<file path="config.mk">
export PLATFORM = sky130hd
export DESIGN_NAME = data_mem_dumper_flat
export DESIGN_NICKNAME = d
export VERILOG_FILES = /design/src/rtl/data_mem_dumper_pkg.sv /design/src/rtl/data_mem_dumper_if.sv /design/src/rtl/data_mem_dumper.sv /design/src/flat_wrapper.sv
export SDC_FILE = /design/constraint.sdc
export NUM_CORES = 1
export LEC_CHECK = 0
export ABC_AREA = 0
export ABC_CLOCK_PERIOD_IN_PS = 2170
export CORE_AREA = 2 2 88 90
export CTS_BUF_LIST = sky130_fd_sc_hd__clkbuf_8
export DETAILED_ROUTE_END_ITERATION = 10
export DIE_AREA = 0 0 90 92
export PLACE_DENSITY = 0.51
export SLEW_MARGIN = 20
export SYNTH_ARGS = -nofsm -noshare
export SYNTH_HDL_FRONTEND = slang
export SYNTH_SLANG_ARGS = --single-unit
</file>
<file path="constraint.sdc">
create_clock -name i_clk -period 2.17 [get_ports i_clk]
set_clock_uncertainty 0.2 [all_clocks]
set_input_delay 0.217 -clock i_clk [delete_from_list [all_inputs] [get_ports i_clk]]
set_output_delay 0.217 -clock i_clk [all_outputs]
set_load 0.05 [all_outputs]
</file>
<file path="src/rtl/data_mem_dumper_pkg.sv">
// Shared definitions for the BIP debug-unit memory dumper: FSM state encoding
// and the address-width helper also used by data_mem.
package data_mem_dumper_pkg;

    localparam int BYTE_W = 8;

    typedef enum logic [2:0] {
        S_IDLE    = 3'd0,
        S_ADDR    = 3'd1,
        S_WAIT    = 3'd2,
        S_LATCH   = 3'd3,
        S_SEND    = 3'd4,
        S_WAIT_TX = 3'd5,
        S_NEXT    = 3'd6,
        S_DONE    = 3'd7
    } dump_state_e;

    // Number of bits needed to hold 'value'; data_mem sizes its address with clogb2(RAM_DEPTH-1).
    function automatic int clogb2(input int value);
        int bits;
        bits = 0;
        for (int v = value; v > 0; v = v >> 1) begin
            bits = bits + 1;
        end
        return bits;
    endfunction

    function automatic int bytes_per_word(input int width);
        return width / BYTE_W;
    endfunction

endpackage

</file>
<file path="src/rtl/data_mem_dumper_if.sv">
// Memory read port, UART handshake and control signals of the dumper, grouped
// so the debug top level can pass them as one bundle.
interface data_mem_dumper_if #(
    parameter int RAM_WIDTH = 16,
    parameter int ADDR_W    = 10
);
    logic                 i_start;
    logic                 o_mem_sel;
    logic [ADDR_W-1:0]    o_mem_addr;
    logic [RAM_WIDTH-1:0] i_mem_data;
    logic [7:0]           o_tx_data;
    logic                 o_tx_start;
    logic                 i_tx_done;
    logic                 o_busy;
    logic                 o_done;

    modport master (
        input  i_start, i_mem_data, i_tx_done,
        output o_mem_sel, o_mem_addr, o_tx_data, o_tx_start, o_busy, o_done
    );

    modport slave (
        output i_start, i_mem_data, i_tx_done,
        input  o_mem_sel, o_mem_addr, o_tx_data, o_tx_start, o_busy, o_done
    );
endinterface

</file>
<file path="src/rtl/data_mem_dumper.sv">
// Walks data_mem addresses 0..DUMP_WORDS-1 and streams every word to uart_tx
// as bytes, most significant byte first, using a start/done handshake.
module data_mem_dumper
    import data_mem_dumper_pkg::*;
#(
    parameter int RAM_WIDTH  = 16,
    parameter int RAM_DEPTH  = 1024,
    parameter int DUMP_WORDS = 1024,
    parameter int RD_LATENCY = 1
) (
    input  logic               i_clk,
    input  logic               i_rst_n,
    data_mem_dumper_if.master  bus
);

    localparam int ADDR_W = clogb2(RAM_DEPTH - 1);
    localparam int BYTES  = bytes_per_word(RAM_WIDTH);
    localparam int BIDX_W = (BYTES > 1) ? $clog2(BYTES) : 1;
    localparam int LAT_W  = $clog2(RD_LATENCY + 1);
    localparam logic [ADDR_W-1:0] LAST_ADDR = ADDR_W'(DUMP_WORDS - 1);

    dump_state_e          state_q, state_d;
    logic [ADDR_W-1:0]    addr_q, addr_d;
    logic [BIDX_W-1:0]    byte_idx_q, byte_idx_d;
    logic [LAT_W-1:0]     lat_cnt_q, lat_cnt_d;
    logic [RAM_WIDTH-1:0] word_q, word_d;
    logic [7:0]           tx_data_q, tx_data_d;
    logic                 tx_start_q, tx_start_d;
    logic                 mem_sel_q, mem_sel_d;
    logic                 busy_q, busy_d;
    logic                 done_q, done_d;

    // NOTE: every register is reset, the word register included, so the
    // outputs and the next dump never depend on what was latched before reset.
    // NOTE: state registers use non-blocking assignment so all of them update
    // together from the values computed before the edge.
    always_ff @(posedge i_clk or negedge i_rst_n) begin
        if (!i_rst_n) begin
            state_q    <= S_IDLE;
            addr_q     <= '0;
            byte_idx_q <= '0;
            lat_cnt_q  <= '0;
            word_q     <= '0;
            tx_data_q  <= '0;
            tx_start_q <= 1'b0;
            mem_sel_q  <= 1'b0;
            busy_q     <= 1'b0;
            done_q     <= 1'b0;
        end else begin
            state_q    <= state_d;
            addr_q     <= addr_d;
            byte_idx_q <= byte_idx_d;
            lat_cnt_q  <= lat_cnt_d;
            word_q     <= word_d;
            tx_data_q  <= tx_data_d;
            tx_start_q <= tx_start_d;
            mem_sel_q  <= mem_sel_d;
            busy_q     <= busy_d;
            done_q     <= done_d;
        end
    end

    // NOTE: every signal written here gets a default first, so no path through
    // the case statement can leave one unassigned and infer a latch.
    always_comb begin
        state_d    = state_q;
        addr_d     = addr_q;
        byte_idx_d = byte_idx_q;
        lat_cnt_d  = lat_cnt_q;
        word_d     = word_q;
        tx_data_d  = tx_data_q;
        tx_start_d = 1'b0;
        mem_sel_d  = mem_sel_q;
        busy_d     = busy_q;
        done_d     = 1'b0;

        unique case (state_q)
            S_IDLE: begin
                if (bus.i_start) begin
                    state_d   = S_ADDR;
                    mem_sel_d = 1'b1;
                    busy_d    = 1'b1;
                    addr_d    = '0;
                end
            end
            S_ADDR: begin
                state_d   = S_WAIT;
                lat_cnt_d = LAT_W'(RD_LATENCY);
            end
            S_WAIT: begin
                lat_cnt_d = lat_cnt_q - LAT_W'(1);
                if (lat_cnt_q == LAT_W'(1)) begin
                    state_d = S_LATCH;
                end
            end
            S_LATCH: begin
                word_d     = bus.i_mem_data;
                byte_idx_d = BIDX_W'(BYTES - 1);
                state_d    = S_SEND;
            end
            S_SEND: begin
                tx_data_d  = word_q[byte_idx_q*BYTE_W +: BYTE_W];
                tx_start_d = 1'b1;
                state_d    = S_WAIT_TX;
            end
            S_WAIT_TX: begin
                // tx_data_q is left alone here so the byte stays stable for uart_tx.
                if (bus.i_tx_done) begin
                    if (byte_idx_q != '0) begin
                        byte_idx_d = byte_idx_q - BIDX_W'(1);
                        state_d    = S_SEND;
                    end else begin
                        state_d = S_NEXT;
                    end
                end
            end
            S_NEXT: begin
                if (addr_q == LAST_ADDR) begin
                    state_d = S_DONE;
                    done_d  = 1'b1;
                end else begin
                    addr_d  = addr_q + ADDR_W'(1);
                    state_d = S_ADDR;
                end
            end
            S_DONE: begin
                state_d   = S_IDLE;
                busy_d    = 1'b0;
                mem_sel_d = 1'b0;
                addr_d    = '0;
            end
            default: state_d = S_IDLE;
        endcase
    end

    assign bus.o_mem_sel  = mem_sel_q;
    assign bus.o_mem_addr = addr_q;
    assign bus.o_tx_data  = tx_data_q;
    assign bus.o_tx_start = tx_start_q;
    assign bus.o_busy     = busy_q;
    assign bus.o_done     = done_q;

endmodule

</file>
<file path="src/flat_wrapper.sv">
// flat-port wrapper written by rule: the top's interface ports become plain ports
module data_mem_dumper_flat import data_mem_dumper_pkg::*;
#(
    parameter int RAM_WIDTH  = 16,
    parameter int RAM_DEPTH  = 1024,
    parameter int DUMP_WORDS = 1024,
    parameter int RD_LATENCY = 1
)
  (i_clk, i_rst_n, bus_i_start, bus_i_mem_data, bus_i_tx_done, bus_o_mem_sel, bus_o_mem_addr, bus_o_tx_data, bus_o_tx_start, bus_o_busy, bus_o_done);
  data_mem_dumper_if #(.RAM_WIDTH(RAM_WIDTH), .ADDR_W((clogb2((1024) - 1)))) bus_i ();
  input  logic i_clk;
  input  logic i_rst_n;
  input wire logic [$bits(bus_i.i_start)-1:0] bus_i_start;
  input wire logic [$bits(bus_i.i_mem_data)-1:0] bus_i_mem_data;
  input wire logic [$bits(bus_i.i_tx_done)-1:0] bus_i_tx_done;
  output wire logic [$bits(bus_i.o_mem_sel)-1:0] bus_o_mem_sel;
  output wire logic [$bits(bus_i.o_mem_addr)-1:0] bus_o_mem_addr;
  output wire logic [$bits(bus_i.o_tx_data)-1:0] bus_o_tx_data;
  output wire logic [$bits(bus_i.o_tx_start)-1:0] bus_o_tx_start;
  output wire logic [$bits(bus_i.o_busy)-1:0] bus_o_busy;
  output wire logic [$bits(bus_i.o_done)-1:0] bus_o_done;
  assign bus_i.i_start = bus_i_start;
  assign bus_i.i_mem_data = bus_i_mem_data;
  assign bus_i.i_tx_done = bus_i_tx_done;
  assign bus_o_mem_sel = bus_i.o_mem_sel;
  assign bus_o_mem_addr = bus_i.o_mem_addr;
  assign bus_o_tx_data = bus_i.o_tx_data;
  assign bus_o_tx_start = bus_i.o_tx_start;
  assign bus_o_busy = bus_i.o_busy;
  assign bus_o_done = bus_i.o_done;
  data_mem_dumper #(.RAM_WIDTH(RAM_WIDTH), .RAM_DEPTH(RAM_DEPTH), .DUMP_WORDS(DUMP_WORDS), .RD_LATENCY(RD_LATENCY)) u_core (.i_clk(i_clk), .i_rst_n(i_rst_n), .bus(bus_i));
endmodule
</file>
==> impl_summary.txt <==
----------------------------------------------------
[Outcome]
  Status ... finished clean

[Place]
  Detailed placer's ending HPWL ... 2960 um
  Weighted congestion reported at the end of routability-driven placement ... 0.820
  Count of buffers inserted at the top-level ports ... 41

[Drt]
  Routed via count divided by cell count ... 4.51
  Post-Route WL ... 4300 um
  Number of nets with antenna violations after routing ... 0
  Post-detailed-route wirelength per cell ... 13.3 um
  Starting DRC count in detailed routing ... 116
  Via total after detailed routing ... 1,452
  DR DRC count ... 0
  First-pass detailed-route iteration total ... 4

[Layout]
  P&R area growth vs syn ... 33.0%
  Nets ... 240
  Filler cells ... 774
  Post-layout util ... 35.7%
  Commonest non-fill, non-tap cell in the layout ... sky130_fd_sc_hd__dfrtp_1
  Area of combinational cells with multiple inputs ... 882 um2
  Antenna diode count ... 0
  Layout cell share with drive strength beyond 1 ... 19.5%
  Sequential standard cell area ... 0.00105 mm2
  Top library cells by usage in the layout, fill and taps aside ... sky130_fd_sc_hd__dfrtp_1, sky130_fd_sc_hd__clkdlybuf4s50_1, sky130_fd_sc_hd__a21oi_1

[Floorplan]
  Die footprint ... 0.00828 mm2
  Floorplan Core Area ... 0.00745 mm2
  Die Ht ... 92 um
  Die width ... 90 um
  Cell row count ... 32
  Starting Density ... 26.8%
  I/O Pins ... 42

[Clock network]
  CTS tree ... yes
  CTS Root Buffer Type ... sky130_fd_sc_hd__clkbuf_8
  Number of buffers inserted to repair setup after CTS ... 0
  Hold buffers post-CTS ... 1
  Source-to-sink clock delay at the later pin of the worst-skew pair ... 290 ps
  CTS buffer count ... 5
  Clock Pin Slew Worst Setup and Hold Paths ... 90 ps
  CTS H-tree depth ... 2
  Clock sinks ... 42
  Number of resized instances in the post-cts repair step ... 0
  Largest buffer count on any clock path ... 2

[Power]
  Static Leak ... 0.00114 uW
  P per Cell Area ... 1360 mW/mm2
  Peak supply drop ... 0.787 mV

[Worst setup path]
  Launching element type of the critical path ... register
  Kind of end point of the critical path ... output port
  Buffer and inverter count on the worst path ... 1
  Largest driver fanout on the critical path ... 8
  Longest individual stage delay on the worst path ... 870 ps
  Critical path type ... register to output port
  Family of cells with the greatest summed delay on the critical path ... buffers and inverters
  Critical path cell sequence ... clkdlybuf4s50_1
  Slowest stage cell, crit path ... sky130_fd_sc_hd__clkdlybuf4s50_1
  Data arrival time of the critical path ... 1680 ps
  Data required time of the worst path ... 1750 ps

[Global route]
  Global-route usage over all layers ... 11.2%
  Largest net degree at the start of global routing ... 43
  Number of antenna violations at the first check in global routing ... 0
  Vias in the first global route ... 1,518
  Wire length of the first global-routing pass ... 7530 um
  Total gr overflow ... 0

[STA]
  Worst rel slew slack ... 62.0%
  Slew at the pin with the worst max-slew slack ... 569 ps
  Final setup vio count ... 0
  Fin crit share ... 96.6%
  Number of pins with negative max-slew slack in the final report ... 0
  Clock period minus worst slack ... 2100 ps
  Post-route setup TNS ... 0 ps
  Setup repair after global routing missed its margin ... no
  Fmax ... 0.477 GHz
  Endpoints failing hold ... 0

[Yosys]
  Most frequently used flop master after synthesis ... sky130_fd_sc_hd__dfrtp_1
  Total of warnings raised by yosys ... 0
  Post-synth cell types ... 42
  Seq cells post-synth ... 42
  Net count after synthesis ... 192
  Cells after Synth ... 171
  Register area share after synthesis ... 52.6%
  Area share of the largest cell type after synthesis ... 52.6%
  Async SR Flop Fraction ... 100%
  Number of enable flip-flop cells after synthesis ... 0
  Syn avg cell area ... 11.7 um2
  Synth top area cells ... sky130_fd_sc_hd__dfrtp_1, sky130_fd_sc_hd__mux2_2, sky130_fd_sc_hd__mux2i_1
  Largest area contributor in the netlist ... sky130_fd_sc_hd__dfrtp_1
  Cell area after technology mapping ... 0.00200 mm2

[Worst hold path]
  Hold Path Class ... register to register

[Flow run]
  Number of max-cap violations ... 0

----------------------------------------------------
-- stage by stage --
| step | setup WS (ps) | hold WS, ps | total power (uW) | std cells | instance area (um2) |
|---|---|---|---|---|---|
| finish | 74.2 | 313 | 3600 | 322 | 2660 |
| global route | 4.63 | 313 | 3880 | 322 | 2660 |
| CTS | 58.4 | 318 | 3660 | 322 | 2660 |
| detailed placement | 185 | 132 | 3000 | 313 | 2530 |
| global placement | 224 | 132 | 2990 | 313 | 2530 |
| floorplan | 29.5 | -279 | 2520 | 171 | 2000 |
-- worst paths after layout --
check | startpoint | slack [ps] | depth (start not counted) | to
max in group asynchronous | i_rst_n | 1070 | 3 | u_core.bus.o_mem_addr[4]
worst min register to register | u_core.word_q[6] | 310 | 1 | u_core.word_q[6]
worst max register to register | u_core.bus.o_mem_addr[0] | 210 | 5 | u_core.bus.o_mem_addr[3]
worst min-delay path | u_core.word_q[6] | 310 | 1 | u_core.word_q[6]
worst max-delay path | u_core.bus.o_mem_addr[4] | 70 | 1 | bus_o_mem_addr[4]
min in group asynchronous | i_rst_n | 320 | 3 | u_core.bus.o_tx_data[1]
-- synth_stat cells (2+ instances only) --
library cell	n
sky130_fd_sc_hd__nand2_1	10
sky130_fd_sc_hd__dfrtp_1	42
sky130_fd_sc_hd__o22ai_1	2
sky130_fd_sc_hd__and3_2	2
sky130_fd_sc_hd__clkbuf_1	2
sky130_fd_sc_hd__nor2_1	16
sky130_fd_sc_hd__mux2_2	16
sky130_fd_sc_hd__o21ai_0	3
sky130_fd_sc_hd__mux2i_1	11
sky130_fd_sc_hd__and2_1	2
sky130_fd_sc_hd__and3_1	3
sky130_fd_sc_hd__inv_1	2
sky130_fd_sc_hd__a31oi_1	3
sky130_fd_sc_hd__buf_4	2
sky130_fd_sc_hd__nand3_1	5
sky130_fd_sc_hd__a22o_1	4
sky130_fd_sc_hd__a21oi_1	17
sky130_fd_sc_hd__nand3b_1	2
sky130_fd_sc_hd__buf_2	4
-- flip-flops by register name, indices dropped and copies added, names as in the netlist, 3 cells and up --
name and flops:
u_core.state_q 3, u_core.word_q 16, u_core.bus.o_tx_data 8, u_core.bus.o_mem_addr 10
-- cell families after synthesis --
kind of cell / synth area share, %
buf+inv: 3.20
simple gates: 15.2
fa+ha+maj: 0.626
flops: 52.6
compound gates: 12.2
mux: 15.3
xor+xnor: 0.877
-- final cells by class --
class / instances / share of cell area (%)
clock buffers: 5 / 2.59
clock inverters: 3 / 1.65
flip-flops and latches: 42 / 39.6
inverters: 2 / 0.283
multi-input cells: 118 / 33.2
repair buffers: 50 / 17.9
well taps: 102 / 4.80
-- layer usage --
layer / track usage [%] / vias up / part of all wire [%]
met3: 4.03 / 2 / 7.3
met1: 15.4 / 692 / 49
li1: - / 717 / -
met5: 0 / - / 0
met2: 16.6 / 41 / 43
met4: 3.46 / 0 / 0.54
-- report_power, final --
part	leakage [uW]	switching (uW)	total, uW	internal, uW
logic	0.000564	897	1620	718
registers	0.000513	265	1360	1090
clock network	0.0000585	286	632	345
total	0.00114	1450	3600	2160
Note: power is estimated with default switching activity, not from simulation.
